==> config.mk <==
export PLATFORM = sky130hd
export DESIGN_NAME = if_stage_flat
export DESIGN_NICKNAME = d
export VERILOG_FILES = /design/src/rtl/if_stage_pkg.sv /design/src/rtl/if_stage_if.sv /design/src/rtl/if_stage_pc_next_mux.sv /design/src/rtl/if_stage.sv /design/src/flat_wrapper.sv
export SDC_FILE = /design/constraint.sdc
export NUM_CORES = 1
export LEC_CHECK = 0
export ABC_AREA = 1
export CORE_AREA = 10 10 131 133
export DETAILED_ROUTE_END_ITERATION = 16
export DIE_AREA = 0 0 141 143
export GPL_ROUTABILITY_DRIVEN = 1
export PLACE_DENSITY = 0.72
export SLEW_MARGIN = 20
export SYNTH_ARGS = -nofsm -noshare
export SYNTH_HDL_FRONTEND = slang
export SYNTH_SLANG_ARGS = --single-unit
==> constraint.sdc <==
create_clock -name clk -period 1.7 [get_ports clk]
set_clock_uncertainty 0.1 [all_clocks]
set_input_delay 0.255 -clock clk [delete_from_list [all_inputs] [get_ports clk]]
set_output_delay 0.255 -clock clk [all_outputs]
set_load 0.005 [all_outputs]
==> src/rtl/if_stage_pkg.sv <==
// if_stage_pkg: shared constants for the fetch stage.
// Holds reset PC, bubble instruction and alignment masks.
package if_stage_pkg;

    localparam logic [31:0] RESET_PC   = 32'h0000_0000;
    localparam logic [31:0] NOP_INST   = 32'h0000_0013;
    localparam logic [31:0] INST_ALIGN = 32'hFFFF_FFFC;
    localparam logic [31:0] JALR_MASK  = 32'hFFFF_FFFE;
    localparam logic [31:0] PC_STEP    = 32'h0000_0004;

    typedef enum logic [1:0] {
        SEL_SEQ  = 2'b00,
        SEL_JALR = 2'b01,
        SEL_IMM  = 2'b10
    } tgt_sel_e;

    function automatic logic [31:0] align_inst(
        input logic [31:0] a
    );
        return a & INST_ALIGN;
    endfunction

endpackage

==> src/rtl/if_stage_if.sv <==
// if_stage_if: redirect, stall, imem and IF/ID bundle.
// master = EX/hazard/imem side, slave = if_stage.
interface if_stage_if;
    import if_stage_pkg::*;

    logic        stall;
    logic        flush;
    logic        pc_sel;
    logic        npc_sel;
    logic [31:0] pc_imm_ex;
    logic [31:0] res_ex;
    logic [31:0] imem_addr;
    logic [31:0] imem_rdata;
    logic [31:0] pc_if;
    logic [31:0] pc_id;
    logic [31:0] inst_id;
    logic        valid_id;
    logic        flush_idex;
    logic        misalign_err;
    logic        redirect_err;

    modport master (
        output stall, flush, pc_sel, npc_sel,
        output pc_imm_ex, res_ex, imem_rdata,
        input  imem_addr, pc_if, pc_id, inst_id,
        input  valid_id, flush_idex,
        input  misalign_err, redirect_err
    );

    modport slave (
        input  stall, flush, pc_sel, npc_sel,
        input  pc_imm_ex, res_ex, imem_rdata,
        output imem_addr, pc_if, pc_id, inst_id,
        output valid_id, flush_idex,
        output misalign_err, redirect_err
    );

endinterface

==> src/rtl/if_stage_pc_next_mux.sv <==
// if_stage_pc_next_mux: redirect target select.
// In: pc, flush, selects, targets. Out: aligned target, error flags.
module if_stage_pc_next_mux
    import if_stage_pkg::*;
(
    input  logic [31:0] pc_if,
    input  logic        flush,
    input  logic        pc_sel,
    input  logic        npc_sel,
    input  logic [31:0] pc_imm_ex,
    input  logic [31:0] res_ex,
    output logic [31:0] target,
    output logic        misalign,
    output logic        bad_redirect
);

    tgt_sel_e    sel;
    logic [31:0] raw;

    always_comb begin
        sel = SEL_SEQ;
        if (npc_sel) begin
            sel = SEL_IMM;
        end else if (pc_sel) begin
            sel = SEL_JALR;
        end
    end

    always_comb begin
        raw = pc_if + PC_STEP;
        unique case (sel)
            SEL_IMM:  raw = pc_imm_ex;
            SEL_JALR: raw = res_ex & JALR_MASK;
            default:  raw = pc_if + PC_STEP;
        endcase
    end

    // Flags only mean something when EX is actually redirecting.
    always_comb begin
        target       = align_inst(raw);
        misalign     = flush & raw[1];
        bad_redirect = flush & (pc_sel ~^ npc_sel);
    end

endmodule

==> src/rtl/if_stage.sv <==
// if_stage: PC register, IF/ID register, redirect handling.
// Ports: clk, rst_cpu (sync, active-high), bus (slave bundle).
module if_stage
    import if_stage_pkg::*;
(
    input logic   clk,
    input logic   rst_cpu,
    if_stage_if.slave bus
);

    logic [31:0] pc_q, pc_d;
    logic [31:0] pc_id_q, pc_id_d;
    logic [31:0] inst_q, inst_d;
    logic        valid_q, valid_d;
    logic        mis_q, mis_d;
    logic        rerr_q, rerr_d;

    logic [31:0] target;
    logic        misalign;
    logic        bad_redirect;

    if_stage_pc_next_mux u_mux (
        .pc_if        (pc_q),
        .flush        (bus.flush),
        .pc_sel       (bus.pc_sel),
        .npc_sel      (bus.npc_sel),
        .pc_imm_ex    (bus.pc_imm_ex),
        .res_ex       (bus.res_ex),
        .target       (target),
        .misalign     (misalign),
        .bad_redirect (bad_redirect)
    );

    always_comb begin
        pc_d = pc_q;
        if (bus.flush) begin
            pc_d = target;
        end else if (!bus.stall) begin
            pc_d = pc_q + PC_STEP;
        end
    end

    // Flush beats stall: the held ID instruction is wrong-path.
    always_comb begin
        pc_id_d = pc_id_q;
        inst_d  = inst_q;
        valid_d = valid_q;
        if (bus.flush) begin
            pc_id_d = '0;
            inst_d  = NOP_INST;
            valid_d = 1'b0;
        end else if (!bus.stall) begin
            pc_id_d = pc_q;
            inst_d  = bus.imem_rdata;
            valid_d = 1'b1;
        end
    end

    always_comb begin
        mis_d  = mis_q | misalign;
        rerr_d = rerr_q | bad_redirect;
    end

    always_ff @(posedge clk) begin
        if (rst_cpu) begin
            pc_q    <= RESET_PC;
            pc_id_q <= '0;
            inst_q  <= NOP_INST;
            valid_q <= 1'b0;
            mis_q   <= 1'b0;
            rerr_q  <= 1'b0;
        end else begin
            pc_q    <= pc_d;
            pc_id_q <= pc_id_d;
            inst_q  <= inst_d;
            valid_q <= valid_d;
            mis_q   <= mis_d;
            rerr_q  <= rerr_d;
        end
    end

    assign bus.imem_addr    = pc_q;
    assign bus.pc_if        = pc_q;
    assign bus.pc_id        = pc_id_q;
    assign bus.inst_id      = inst_q;
    assign bus.valid_id     = valid_q;
    assign bus.flush_idex   = bus.flush & ~rst_cpu;
    assign bus.misalign_err = mis_q;
    assign bus.redirect_err = rerr_q;

endmodule

==> src/flat_wrapper.sv <==
// flat-port wrapper written by rule: the top's interface ports become plain ports
module if_stage_flat import if_stage_pkg::*;
  (clk, rst_cpu, bus_stall, bus_flush, bus_pc_sel, bus_npc_sel, bus_pc_imm_ex, bus_res_ex, bus_imem_rdata, bus_imem_addr, bus_pc_if, bus_pc_id, bus_inst_id, bus_valid_id, bus_flush_idex, bus_misalign_err, bus_redirect_err);
  if_stage_if bus_i ();
  input logic clk;
  input logic rst_cpu;
  input wire logic [$bits(bus_i.stall)-1:0] bus_stall;
  input wire logic [$bits(bus_i.flush)-1:0] bus_flush;
  input wire logic [$bits(bus_i.pc_sel)-1:0] bus_pc_sel;
  input wire logic [$bits(bus_i.npc_sel)-1:0] bus_npc_sel;
  input wire logic [$bits(bus_i.pc_imm_ex)-1:0] bus_pc_imm_ex;
  input wire logic [$bits(bus_i.res_ex)-1:0] bus_res_ex;
  input wire logic [$bits(bus_i.imem_rdata)-1:0] bus_imem_rdata;
  output wire logic [$bits(bus_i.imem_addr)-1:0] bus_imem_addr;
  output wire logic [$bits(bus_i.pc_if)-1:0] bus_pc_if;
  output wire logic [$bits(bus_i.pc_id)-1:0] bus_pc_id;
  output wire logic [$bits(bus_i.inst_id)-1:0] bus_inst_id;
  output wire logic [$bits(bus_i.valid_id)-1:0] bus_valid_id;
  output wire logic [$bits(bus_i.flush_idex)-1:0] bus_flush_idex;
  output wire logic [$bits(bus_i.misalign_err)-1:0] bus_misalign_err;
  output wire logic [$bits(bus_i.redirect_err)-1:0] bus_redirect_err;
  assign bus_i.stall = bus_stall;
  assign bus_i.flush = bus_flush;
  assign bus_i.pc_sel = bus_pc_sel;
  assign bus_i.npc_sel = bus_npc_sel;
  assign bus_i.pc_imm_ex = bus_pc_imm_ex;
  assign bus_i.res_ex = bus_res_ex;
  assign bus_i.imem_rdata = bus_imem_rdata;
  assign bus_imem_addr = bus_i.imem_addr;
  assign bus_pc_if = bus_i.pc_if;
  assign bus_pc_id = bus_i.pc_id;
  assign bus_inst_id = bus_i.inst_id;
  assign bus_valid_id = bus_i.valid_id;
  assign bus_flush_idex = bus_i.flush_idex;
  assign bus_misalign_err = bus_i.misalign_err;
  assign bus_redirect_err = bus_i.redirect_err;
  if_stage u_core (.clk(clk), .rst_cpu(rst_cpu), .bus(bus_i));
endmodule
# [After elaboration in Yosys (flattened, before gate mapping)]
# Cells that the tools add are included.
[word_totals] ff_bits=99 output_inout_bits=132 elab_cells=24
[classes] add_sub_neg=1 eq_ne=3 n_mux=5 n_bitwise=7 reduce_logical=1
[op_table] op="two-way mux 32 bit" count=2
[op_table] op="one-hot mux 32 bit (2 select lines)" count=1
[op_table] op="adder 32 x 3 -> 32 bit, second input constant" count=1
[op_table] op="AND 1 bit" count=3
[op_table] op="equality test 2 x 1 -> 1 bit, second input constant" count=1
[op_table] op="equality test 2 bit, second input constant" count=1
[op_table] op="two-way mux 2 bit" count=1
[op_table] op="inequality test 2 x 1 -> 1 bit, second input constant" count=1
[op_table] op="OR 1 bit" count=2
[op_table] op="OR reduction 2 bit" count=1
[op_table] op="two-way mux 1 bit" count=1
[op_table] op="NOT 1 bit" count=1
[op_table] op="bitwise XNOR 1 bit" count=1

# [Logic depth before layout (Yosys ltp)]
# Gate-level depths: netlist of run 1.
[depth] ltp_word=6 mapped_depth=11

# [Hierarchy]
# A second synthesis of run 1 with hierarchy kept.
[unflattened] hier_cells=993 hier_area_um2=6236.0
[modules_own_cells] mod="if_stage" n_inst=1 cells_each=673 area_per_inst_um2=4702.0 seq_area_each_um2=1981.9
[modules_own_cells] mod="if_stage_pc_next_mux" n_inst=1 cells_each=320 area_per_inst_um2=1534.0 seq_area_each_um2=0.0

# [Least setup slack after synthesis of run 1]
# OpenSTA, ideal clock, no wires.
[synth_path] kind="input to register" startpoint="in bus_npc_sel" endpoint="reg u_core.pc_q[8], in the netlist u_core.bus.imem_addr[8]" setup_ns=0.132 arrival_ns=1.515 t_required_ns=1.468 slack_ns=-0.048 cell_stages=8 n_path_buf=2 path_cell_list="clkbuf_1 inv_1 ha_1 nor2_4 buf_1 nand3_1 o211ai_1 a21oi_1"
[synth_via] elab_chain_len=4
[synth_rtl] item="start: declaration" line="flat_wrapper.sv:10" rtl="input wire logic [$bits(bus_i.npc_sel)-1:0] bus_npc_sel;"
[synth_rtl] item="two-way mux 2 bit *" line="if_stage_pc_next_mux.sv:22" rtl="if (npc_sel) begin"
[synth_rtl] item="equality test 2 x 1 -> 1 bit or equality test 2 bit (tied branches)" line="if_stage_pc_next_mux.sv:31" rtl="unique case (sel)"
[synth_rtl] item="one-hot mux 32 bit (2 select lines) *" line="if_stage_pc_next_mux.sv:31"
[synth_rtl] item="two-way mux 32 bit *" line="if_stage.sv:36" rtl="if (bus.flush) begin"
[synth_rtl] item="end signal: assignment" line="if_stage.sv:73" rtl="pc_q <= pc_d;"
[synth_rtl] item="end: declaration" line="if_stage.sv:11" rtl="logic [31:0] pc_q, pc_d;"
# Every way passes the cells marked *; elsewhere a longest branch is shown, timed or not.
# A chain may end at the register's enable or synchronous reset.

# [Final worst setup path of run 1]
[layout_path] startpoint="reg u_core.pc_q[7], in the netlist u_core.bus.imem_addr[7]" endpoint="out bus_pc_if[7]"
[layout_lines] item="end: declaration" line="flat_wrapper.sv:15" rtl="output wire logic [$bits(bus_i.pc_if)-1:0] bus_pc_if;"
# No word-level cell between the ends.

==> results of run 1 <==
registers in the layout, indices dropped and copies added, names as in the netlist:
| register | cells |
|---|---|
| u_core.bus.pc_id | 30 |
| u_core.bus.misalign_err | 1 |
| u_core.bus.inst_id | 32 |
| u_core.bus.imem_addr | 30 |
| u_core.bus.valid_id | 1 |
| u_core.bus.redirect_err | 1 |
cells in the mapped netlist, drive strengths merged:
| cell type | number | area, µm² |
|---|---|---|
| conb | 1 | 3.750 |
| o211ai | 6 | 45.04 |
| dfxtp | 95 | 1902 |
| o22ai | 1 | 6.260 |
| clkbuf | 34 | 127.6 |
| xor2 | 1 | 8.760 |
| nand2 | 264 | 996.0 |
| nand4 | 3 | 18.77 |
| nand3b | 1 | 7.510 |
| nand3 | 58 | 290.3 |
| o21ai | 35 | 175.2 |
| o31ai | 2 | 15.01 |
| nor3 | 2 | 10.01 |
| a22o | 17 | 148.9 |
| nor2 | 60 | 265.3 |
| ha | 3 | 37.54 |
| buf | 44 | 309.0 |
| inv | 48 | 180.2 |
| a21oi | 92 | 460.4 |
per-layer routing:
metal | GRT usage | vias up | routed length, µm
li1 | - | 2876 | -
met1 | 0.2247 | 2575 | 8228
met2 | 0.3133 | 271 | 9227
met3 | 0.07164 | 33 | 1980
met4 | 0.05978 | 0 | 416
met5 | 0 | - | 0
kinds of logic after synthesis:
group           Yosys count  synth area share
flops                    95            0.3798
simple gates            388            0.3171
buf+inv                 126            0.1232
xor+xnor                  1          0.001749
compound gates          153            0.1699
fa+ha+maj                 3          0.007497
other cells               1         0.0007489
worst max-delay path: cells and delay by family, from the launching register on:
kind	cells	cell delay, ps
buffers and inverters	2	630
DFF	1	330
timing repair:
item / CTS / global route
setup buffers: 3 / 3
gates resized for setup: 61 / 42
endpoints found under the setup margin: 61 / 38
pin swaps: 0 / 3
area by class of cell:
cell class,count,area [µm²],share of cell area
Timing Repair Buffer,280,2773,0.3452
Antenna cell,1,2.502,0.0003116
Clock inverter,5,58.81,0.007322
Clock buffer,10,229.0,0.02851
Tap cell,184,230.2,0.02866
Inverter,48,180.2,0.02243
Multi-Input combinational cell,551,2614,0.3254
Sequential cell,95,1944,0.2421
stage by stage:
step	cells	setup TNS, ps	hold slack [ps]
2_1_floorplan	772	0	268.2
3_3_place_gp	1152	-9459	345.3
3_5_place_dp	1152	-9732	351.3
4_1_cts	1170	0	288.2
5_1_grt	1174	-66.66	309.3
6_report	1174	0	288.0
report_power, final:
group,switching (mW),internal (mW)
combinational,0.512,0.641
clock,0.886,1.14
sequential,0.0792,2.32
how the worst max path moves through the flow:
stage / start / endpoint / slack [ps]
finish: u_core.bus.imem_addr[7] / bus_pc_if[7] / 30
global route: u_core.bus.imem_addr[10] / u_core.bus.imem_addr[24] / -30
CTS: u_core.bus.imem_addr[30] / bus_imem_addr[30] / 2
detailed placement: bus_npc_sel / u_core.bus.imem_addr[20] / -440
global placement: bus_npc_sel / u_core.bus.imem_addr[22] / -390
floorplan: bus_npc_sel / u_core.bus.imem_addr[8] / 90
==> results.cfg, run 1 <==
[grt]
antenna_found_initial = 1
grt_usage = 0.1903
grt_pass1_wl_mm = 30.69
grt_pass1_vias = 5702
grt_max_degree = 73
overflow = 0

[route]
vias = 5755
wl_per_cell_um = 16.91
dr.pass1.iters = 6
drt_first_iter_violations = 367
drt_wl_total_mm = 19.85
drtAntennaViolNets = 0
routed_via_density = 4.902
drcViolationCount = 0

[place]
post-place-ws_ps = -437.0
post_dp_cell_area_mm2 = 0.007535
post-dp-hpwl_mm = 15.21
place.port_buffers = 225
place_congestion = 0.9404

[floorplanning]
start_util = 0.3472
io_pins = 234
rows = 44
die_h_um = 143
die-area_mm2 = 0.02016
core_mm2 = 0.01442
die-width_um = 141

[clock_network]
htree_levels = 3
cts_hold_buf = 0
clockBufferDepth = 2
numClockSinks = 95
clkTransAtPathRegs_ps = 70
cts_tree = done
root_buffer = clkbuf_16
clkLatencyLatePin_ps = 350
cts_inserted_buffers = 9

[timing]
finalHoldViolations = 0
finalCritPeriodShare = 0.9798
fin_ws_ps = 34.27
setup_violations = 0
slew_viol_final = 0
rsz0062_at_grt = true
min_period_ps = 1666
fmax_ghz = 0.6003

[worst_hold_path]
hold_end = u_core.bus.pc_id[6]
whs_path_depth = 5
hold_path.startpoint = bus_stall
min_path_type = primary input to flip-flop

[power]
power_density_mw_per_mm2 = 694.4
vdd_drop_max_v = 0.0004687
finalPower_mw = 5.577
power_leakage_nw = 3.248

[synth]
syn_inst = 767
synth-seq-area-share = 0.3798
yosys_warnings = 0
synth_cell_types = 25
synth.avg_cell_area_um2 = 6.528
syn_area_mm2 = 0.005007
synth_seq_cells = 95

[run]
max_cap_viol_count = 0

[worst_setup_path]
critPathSlowestCell = clkdlybuf4s50_1
path_cells = buf_4 -> clkdlybuf4s50_1
max_stage_delay_ps = 500
cp-start-kind = flip-flop
rr_worst_depth = 9
arrival_ps = 1310
r2r_start = u_core.bus.imem_addr[7]
cp_max_fo = 3
end_kind = output pin
rr_endpoint = u_core.bus.imem_addr[30]
reg2reg_slack_ps = 140
required_ps = 1340
path_class = flip-flop to output pin

[cells_and_area]
utilization = 0.5568
layout_common_cells = 261 x nand2_1, 186 x clkdlybuf4s50_1, 90 x a21oi_1
layout_commonest_cell = nand2_1
nNetsFinal = 1090
final_area_mm2 = 0.008031
drive_above_1_share = 0.1314
num-fill-cells = 1392
area_growth_pct = 60.39

[status]
status = complete, no violations
Power figures use the tool's default switching activity.
==> inputs of run 2 (changes only) <==
CORE_AREA = 10 10 126 128   (was 10 10 131 133)
DIE_AREA = 0 0 136 138   (was 0 0 141 143)
PLACE_DENSITY = 0.77   (was 0.72)
==> run 2 against run 1 <==
Clock-buffer cell count is 1 higher. First-iteration DRC count rose by 26%. Worst hold slack improved by 69 ps. Sequential cell count is the same. Largest power group unchanged. Highest routed layer unchanged.
==> results.cfg, run 2 (synthesis gave the netlist of run 1 again) <==
[route]
wl_met3_mm = 2.023
vias = 5750
met2RoutedLength_mm = 9.118
drt_first_iter_violations = 463
routed.top_layer = met4
wl_met1_mm = 8.327
routed_via_density = 4.919
drtAntennaViolNets = 0
drt_wl_total_mm = 19.70
wl_per_cell_um = 16.85
drcViolationCount = 0
dr.pass1.iters = 5

[timing]
fin_ws_ps = 3.897
rsz0062_at_grt = true
min_period_ps = 1696
slew_viol_final = 0
finalHoldViolations = 0
setup_violations = 0
fmax_ghz = 0.5896
fin_hold_ws_ps = 357.5
finalCritPeriodShare = 0.9977

[grt]
grt_pass1_vias = 5447
grt_pass1_wl_mm = 30.02
grt_max_degree = 47
overflow = 0
antenna_found_initial = 0
grt_usage = 0.1983

[floorplanning]
io_pins = 234
die-area_mm2 = 0.01877
die_h_um = 138
die-width_um = 136
rows = 43
start_util = 0.3708
core_mm2 = 0.01350

[cells_and_area]
n_antenna_cell = 0
num-fill-cells = 1301
drive_above_1_share = 0.1203
seq_area_mm2 = 0.001941
nNetsFinal = 1089
largest_reg_flops = 32
multi_input_area_mm2 = 0.002545
area_growth_pct = 58.52
layout_commonest_cell = nand2_1
layout_common_cells = 261 x nand2_1, 192 x clkdlybuf4s50_1, 92 x a21oi_1

[power]
power_density_mw_per_mm2 = 710.9
vdd_drop_max_v = 0.0004297
power_leakage_nw = 3.231

[worst_setup_path]
path_class = flip-flop to output pin
end_kind = output pin
required_ps = 1340
cp-start-kind = flip-flop
cp_max_fo = 5
arrival_ps = 1340

[clock_network]
clkLatencyLatePin_ps = 350
cts_inserted_buffers = 9
numClockSinks = 95
cts_hold_buf = 0
clkTransAtPathRegs_ps = 70
htree_levels = 3
cts_tree = done
clockBufferDepth = 2
root_buffer = clkbuf_16

[worst_hold_path]
min_path_type = flip-flop to flip-flop

[place]
place.port_buffers = 225
post-place-ws_ps = -316.1
post-dp-hpwl_mm = 15.31
place_congestion = 0.9623

[status]
status = complete, no violations

[run]
max_cap_viol_count = 0
[run 2: changes by cell type in the layout (fill, tap and decap cells not counted), moves of 2 or more]
cell	before	now
nor2_1	44	48
ha_4	2	0
buf_4	41	45
buf_6	6	3
o21ai_1	1	4
nor2_4	9	5
buf_12	8	6
a21oi_1	90	92
dlygate4sd2_1	28	23
o21ai_0	34	31
a21oi_2	2	0
clkdlybuf4s50_1	186	192
[run 2: worst paths after layout]
kind	cells after the start	startpoint	slack (ps)	end
max	2	u_core.bus.imem_addr[9]	4	bus_pc_if[9]
min	2	u_core.bus.inst_id[8]	360	u_core.bus.inst_id[8]
max reg2reg	8	u_core.bus.imem_addr[10]	90	u_core.bus.imem_addr[24]
min reg2reg	2	u_core.bus.inst_id[8]	360	u_core.bus.inst_id[8]
[run 2: power by group]
group,switching [mW],internal (mW)
Combinational,0.497,0.631
Clock,0.914,1.20
Sequential,0.0820,2.32
[run 2: repair_timing]
item	4_1_cts	5_1_grt
resized for setup	54	27
endpoints found under the setup margin	62	42
buffers inserted	4	1
pin swaps	0	0
[run 2: critical path, stage by stage (launching register included)]
cell	delay, ps
dfxtp_2	370
buf_6	130
clkdlybuf4s50_1	500
[run 2: cell type report]
class	instances	share of cell area
timing repair buffer	279	0.3452
multi-input combinational	551	0.3206
sequential	95	0.2445
clock buffer	11	0.03058
tap	180	0.02837
inverter	48	0.02270
clock inverter	5	0.008039
[run 2: per-layer routing]
layer / track usage / vias to the layer above
li1: - / 2887
met1: 0.2443 / 2583
met2: 0.3222 / 262
met3: 0.06739 / 18
met4: 0.04992 / 0
met5: 0 / -
[run 2: per-stage QoR]
stage | TNS (ps) | instance area, µm² | utilization | instances | power, mW
floorplan | 0 | 5030 | - | 772 | 2.907
global placement | -7188 | 7525 | 0.5572 | 1150 | 3.579
detailed placement | -8547 | 7525 | 0.5572 | 1150 | 3.592
CTS | 0 | 7866 | 0.5825 | 1168 | 5.696
global route | -369.3 | 7938 | 0.5878 | 1169 | 5.890
finish | 0 | 7938 | 0.5878 | 1169 | 5.643
